==> src/rtl/fp_serializer_pkg.sv <==
// Shared definitions for the 8-bit float stream and its serial framing.
// Reused by the converter and the serial back end.
package fp_serializer_pkg;

   localparam int FP_W       = 8;
   localparam int FRAME_BITS = 11;

   localparam int S_POS = 7;
   localparam int E_MSB = 6;
   localparam int E_LSB = 4;
   localparam int F_MSB = 3;
   localparam int F_LSB = 0;

   typedef enum logic [2:0] {
      S_IDLE   = 3'd0,
      S_START  = 3'd1,
      S_DATA   = 3'd2,
      S_PARITY = 3'd3,
      S_STOP   = 3'd4
   } tx_state_t;

   function automatic logic [FP_W-1:0] fp_pack(
      input logic       s,
      input logic [2:0] e,
      input logic [3:0] f
   );
      logic [FP_W-1:0] b;
      b              = '0;
      b[S_POS]       = s;
      b[E_MSB:E_LSB] = e;
      b[F_MSB:F_LSB] = f;
      return b;
   endfunction

endpackage

==> src/rtl/fp_fifo.sv <==
// Small word FIFO between the converter and the serial line.
// Storage is register based; the head word is read from the register array.
module fp_fifo
   import fp_serializer_pkg::*;
#(
   parameter int DEPTH = 4
) (
   input  logic                         clk,
   input  logic                         rst_n,
   input  logic                         i_push,
   input  logic                         i_pop,
   input  logic [FP_W-1:0]              i_data,
   output logic [FP_W-1:0]              o_head,
   output logic [$clog2(DEPTH+1)-1:0]   o_count,
   output logic                         o_full,
   output logic                         o_empty
);

   localparam int AW = (DEPTH > 1) ? $clog2(DEPTH) : 1;
   localparam int CW = $clog2(DEPTH+1);

   logic [FP_W-1:0] r_mem [DEPTH];
   logic [AW-1:0]   r_wr;
   logic [AW-1:0]   r_rd;
   logic [CW-1:0]   r_count;

   logic            w_full;
   logic            w_empty;
   logic            w_do_push;
   logic            w_do_pop;

   assign w_full    = (r_count == CW'(DEPTH));
   assign w_empty   = (r_count == '0);
   assign w_do_push = i_push & ~w_full;
   assign w_do_pop  = i_pop & ~w_empty;

   // Pointers wrap naturally because DEPTH is a power of two.
   always_ff @(posedge clk or negedge rst_n) begin
      if (!rst_n) begin
         r_wr    <= '0;
         r_rd    <= '0;
         r_count <= '0;
      end else begin
         if (w_do_push) r_wr <= r_wr + 1'b1;
         if (w_do_pop)  r_rd <= r_rd + 1'b1;
         case ({w_do_push, w_do_pop})
            2'b10:   r_count <= r_count + 1'b1;
            2'b01:   r_count <= r_count - 1'b1;
            default: r_count <= r_count;
         endcase
      end
   end

   // Data storage needs no reset; only occupied slots are ever read.
   always_ff @(posedge clk) begin
      if (w_do_push) r_mem[r_wr] <= i_data;
   end

   assign o_head  = r_mem[r_rd];
   assign o_count = r_count;
   assign o_full  = w_full;
   assign o_empty = w_empty;

endmodule

==> src/rtl/fp_serializer.sv <==
// Buffers 8-bit float words and sends each as an 11-bit async frame:
// start(0), data MSB first, even parity, stop(1).
module fp_serializer
   import fp_serializer_pkg::*;
#(
   parameter int DEPTH   = 4,
   parameter int BIT_DIV = 4
) (
   input  logic                         clk,
   input  logic                         rst_n,
   input  logic                         in_valid,
   output logic                         in_ready,
   input  logic                         in_s,
   input  logic [2:0]                   in_e,
   input  logic [3:0]                   in_f,
   output logic                         tx_out,
   output logic                         tx_busy,
   output logic [$clog2(DEPTH+1)-1:0]   fifo_count
);

   localparam int DW        = (BIT_DIV > 1) ? $clog2(BIT_DIV) : 1;
   localparam int DATA_BITS = FRAME_BITS - 3;
   localparam int BW        = $clog2(DATA_BITS);

   localparam logic [DW-1:0] DIV_LAST = DW'(BIT_DIV - 1);
   localparam logic [BW-1:0] BIT_LAST = BW'(DATA_BITS - 1);

   tx_state_t       r_state;
   tx_state_t       w_state_nxt;
   logic            r_tx;
   logic            w_tx_nxt;
   logic            r_busy;
   logic [DW-1:0]   r_div;
   logic [DW-1:0]   w_div_nxt;
   logic [BW-1:0]   r_bit;
   logic [BW-1:0]   w_bit_nxt;
   logic [FP_W-1:0] r_sh;
   logic [FP_W-1:0] w_sh_nxt;
   logic            r_par;
   logic            w_par_nxt;

   logic [FP_W-1:0] w_byte;
   logic [FP_W-1:0] w_head;
   logic            w_push;
   logic            w_pop;
   logic            w_full;
   logic            w_empty;
   logic            w_div_end;

   assign w_byte    = fp_pack(in_s, in_e, in_f);
   assign w_push    = in_valid & ~w_full;
   assign w_div_end = (r_div == DIV_LAST);

   fp_fifo #(
      .DEPTH (DEPTH)
   ) u_fifo (
      .clk     (clk),
      .rst_n   (rst_n),
      .i_push  (w_push),
      .i_pop   (w_pop),
      .i_data  (w_byte),
      .o_head  (w_head),
      .o_count (fifo_count),
      .o_full  (w_full),
      .o_empty (w_empty)
   );

   // Next-state, next line level and datapath updates for the frame FSM.
   always_comb begin
      w_state_nxt = r_state;
      w_tx_nxt    = r_tx;
      w_div_nxt   = r_div + 1'b1;
      w_bit_nxt   = r_bit;
      w_sh_nxt    = r_sh;
      w_par_nxt   = r_par;
      w_pop       = 1'b0;
      unique case (r_state)
         S_IDLE: begin
            w_div_nxt = '0;
            w_bit_nxt = '0;
            w_tx_nxt  = 1'b1;
            if (!w_empty) begin
               w_pop       = 1'b1;
               w_sh_nxt    = w_head;
               w_par_nxt   = ^w_head;
               w_tx_nxt    = 1'b0;
               w_state_nxt = S_START;
            end
         end
         S_START: begin
            if (w_div_end) begin
               w_div_nxt   = '0;
               w_tx_nxt    = r_sh[FP_W-1];
               w_state_nxt = S_DATA;
            end
         end
         S_DATA: begin
            if (w_div_end) begin
               w_div_nxt = '0;
               if (r_bit == BIT_LAST) begin
                  w_bit_nxt   = '0;
                  w_tx_nxt    = r_par;
                  w_state_nxt = S_PARITY;
               end else begin
                  w_bit_nxt = r_bit + 1'b1;
                  w_sh_nxt  = {r_sh[FP_W-2:0], 1'b0};
                  w_tx_nxt  = r_sh[FP_W-2];
               end
            end
         end
         S_PARITY: begin
            if (w_div_end) begin
               w_div_nxt   = '0;
               w_tx_nxt    = 1'b1;
               w_state_nxt = S_STOP;
            end
         end
         S_STOP: begin
            if (w_div_end) begin
               w_div_nxt   = '0;
               w_tx_nxt    = 1'b1;
               w_state_nxt = S_IDLE;
            end
         end
         default: begin
            w_div_nxt   = '0;
            w_tx_nxt    = 1'b1;
            w_state_nxt = S_IDLE;
         end
      endcase
   end

   // State and line registers; reset forces the line idle at once.
   always_ff @(posedge clk or negedge rst_n) begin
      if (!rst_n) begin
         r_state <= S_IDLE;
         r_tx    <= 1'b1;
         r_busy  <= 1'b0;
         r_div   <= '0;
         r_bit   <= '0;
         r_sh    <= '0;
         r_par   <= 1'b0;
      end else begin
         r_state <= w_state_nxt;
         r_tx    <= w_tx_nxt;
         r_busy  <= (w_state_nxt != S_IDLE);
         r_div   <= w_div_nxt;
         r_bit   <= w_bit_nxt;
         r_sh    <= w_sh_nxt;
         r_par   <= w_par_nxt;
      end
   end

   assign tx_out   = r_tx;
   assign tx_busy  = r_busy;
   assign in_ready = ~w_full;

endmodule
==> config.mk <==
export PLATFORM = sky130hd
export DESIGN_NAME = fp_serializer
export DESIGN_NICKNAME = d
export VERILOG_FILES = /design/src/rtl/fp_serializer_pkg.sv /design/src/rtl/fp_fifo.sv /design/src/rtl/fp_serializer.sv
export SDC_FILE = /design/constraint.sdc
export NUM_CORES = 1
export LEC_CHECK = 0
export ABC_CLOCK_PERIOD_IN_PS = 3150
export CORE_MARGIN = 2
export CORE_UTILIZATION = 35
export CTS_CLUSTER_DIAMETER = 80
export DETAILED_ROUTE_END_ITERATION = 8
export PLACE_DENSITY_LB_ADDON = 0.08
export SYNTH_ARGS = -nofsm -noshare
export SYNTH_HDL_FRONTEND = slang
export SYNTH_HIERARCHICAL = 1
export SYNTH_SLANG_ARGS = --single-unit
==> constraint.sdc <==
create_clock -name clk -period 3.15 [get_ports clk]
set_input_delay 0.315 -clock clk [delete_from_list [all_inputs] [get_ports clk]]
set_output_delay 0.315 -clock clk [all_outputs]
set_load 0.005 [all_outputs]
==> results.md <==
- Vias per Instance: 4.710
- Worst Path Max Fanout: 15
- Vias in the first global route: 1571
- Post-synth top area cell: edfxtp_1
- Worst Setup End Kind: register
- Dpl ws: 0.6426 ns
- Avg Cell Area, Syn: 14.38 sq um
- WP depth: 8
- Worst-Skew Late Latency: 0.33 ns
- Sinks on Clock Net: 58
- DIE HEIGHT: 90.48 um
- Commonest non-fill, non-tap cell in the layout: edfxtp_1
- Largest net degree at the start of global routing: 27
- Number of remaining DRC errors: 0
- Wire per inst: 14.33 um
- CTS tree: built
- Post-route ant nets: 0
- First-pass GRT wire length: 7452 um
- Pleak: 0.001174 uW
- Initial antenna violation count: 0
- PwrDens: 1034 nW/um^2
- CTS Root Cell: clkbuf_8
- Most frequent cells in the layout: 32 x edfxtp_1, 25 x dfrtp_1, 16 x clkdlybuf4s50_1
- Initial DRC count: 68
- PnR worst setup slack: 0.6747 ns
- Ys async rst share: 0.4483
- Ant diodes: 0
- Post-Syn Nets: 202
- Yosys cell types: 39
- Worst hold path type: in -> async
- Critical path cell sequence: nor4_1 -> o31a_2 -> ha_1 -> inv_1 -> fa_1 -> xor2_1 -> nor2_1 -> xor2_1
- Mapped cell area: 2618 sq um
- Area contributors post-synth: edfxtp_1 37%, dfrtp_1 24%, mux4_2 6.9%
- Max-slew violations: 0
- Achievable clock frequency: 404.0 MHz
- Synth top area share: 0.3671
- Post-DP HPWL: 3052 um
- Sequential fraction of the synthesis area: 0.6162
- CP Launch Point: r_state[1]
- Slew HR: 0.5952
- Synth Instances: 182
- Required @ worst endpoint: 3.40 ns
- Hold buffer count at CTS: 0
- R2r startpoint: r_state[1]
- Post-synth EDFFs: 32
- Final setup TNS: 0 ns
- Final WL: 4400 um
- # IOs: 17
- Buf/Inv on CP: 1
- Initial Util: 0.3609
- Crit path time final: 2.475 ns
- Port buffer count: 16
- Final period util: 0.7858
- Register bit total from synthesis: 58
- Row count: 31
- Fillers: 671
- Htree depth: 3
- Clk buf depth: 2
- Ys Warns: 6
- Design area: 3070 sq um
- Post-DP Area: 2868 sq um
- Core ar.: 7253 sq um
- Top cell by count, worst path: xor2_1
- Slowest cell on crit path: dfrtp_1
- Number of hold violations in the final report: 0
- Final setup fails: 0
- Die W: 90.48 um
- R2R depth: 8
- Crit start category: register
- WS Path Type: reg -> reg
- Via count: 1446
- Clk pin slew, worst setup/hold paths: 0.07 ns
- Cts repair resizes: 0
- End-of-flow core utilization: 0.4233
- All-Layer GR Usage: 0.1181
- Routability cong.: 0.7323
- Worst Max-Slew Pin Slew: 0.6072 ns
- CTS Buf Count: 9
- Flop2flop setup slack: 0.67 ns
- GRT overflow: 0
- Status: complete, no violations
- Die area: 8187 sq um
- Final Skew: 0.008427 ns
- RSZ-0062 raised after global routing: false
- Crit path DAT: 2.73 ns
- DRT Pass-1 Iters: 4
- Post-CTS Setup Inserts: 0
- P&R area growth vs syn: 17.30%
- Layout net count: 223
- Worst hold slack: 0.3517 ns
- Top FF cell, synth: edfxtp_1
- Family with the most delay on the worst path: simple AND/OR/NAND/NOR gates
- Biggest cell delay along the critical path: 0.55 ns
- Max cap viols: 0
- Max VDD drop: 0.3612 mV
- Fraction of layout cells with a size suffix above 1: 0.1827
==> cell type report <==
class,count,area (sq um),share of cell area
clock inverter,7,78.83,0.02567
timing repair buffer,17,167.7,0.05460
multi-input combinational,107,925.9,0.3015
sequential,58,1613,0.5253
inverter,10,37.54,0.01222
clock buffer,9,123.9,0.04034
tap,99,123.9,0.04034
==> cell usage after synthesis, types with 4 or more instances <==
cell,instances
xnor2_1,10
ha_1,8
edfxtp_1,32
inv_1,10
mux4_2,8
and2_2,4
xor2_1,4
nand3_1,4
mux2i_1,9
o21ai_0,4
nor2_1,14
dfrtp_1,25
a21oi_1,10
==> where the power goes <==
group | internal (uW) | switching, uW
registers | 1070 | 237
logic | 627 | 560
clock network | 370 | 316
total | 2060 | 1110
==> state kept, by name (all words and copies together), names as in the netlist <==
name,cells
u_fifo/r_mem,32
r_sh,8
r_bit,3
r_state,3
u_fifo/o_count,3
r_div,2
u_fifo/r_rd,2
u_fifo/r_wr,2
r_par,1
tx_busy,1
tx_out,1
==> layer usage <==
| metal | up-vias | part of all wire | global-route usage |
|---|---|---|---|
| li1 | 704 | - | - |
| met1 | 720 | 0.46 | 0.1404 |
| met2 | 16 | 0.50 | 0.1965 |
| met3 | 6 | 0.025 | 0.03339 |
| met4 | 0 | 0.015 | 0.05769 |
| met5 | - | 0 | 0 |
==> kinds of logic (layout without fill, tap and decap cells) <==
| logic type | after synthesis | in the layout | share of synthesized area |
|---|---|---|---|
| XOR/XNOR | 14 | 14 | 0.04684 |
| buffers and inverters | 17 | 43 | 0.03011 |
| flip-flops | 58 | 58 | 0.6162 |
| multiplexers | 18 | 18 | 0.1090 |
| AO/OA/AOI/OAI | 24 | 24 | 0.05832 |
| adder cells (fa/ha/maj) | 9 | 9 | 0.04589 |
| AND/OR/NAND/NOR | 42 | 42 | 0.09369 |
==> per-stage QoR <==
stage / instances / power, uW
4_1_cts: 307 / 3229
6_report: 307 / 3175
5_1_grt: 307 / 3429
3_3_place_gp: 291 / 2487
3_5_place_dp: 291 / 2533
2_1_floorplan: 182 / 2223
==> path summary, 6_finish.rpt <==
path	endpoint
worst max-delay path	u_fifo/o_count[2]
worst max register to register	u_fifo/o_count[2]
max in group asynchronous	tx_out
worst min register to register	r_div[0]
worst min-delay path	tx_busy
min in group clk	r_div[0]
Power figures use the tool's default switching activity.
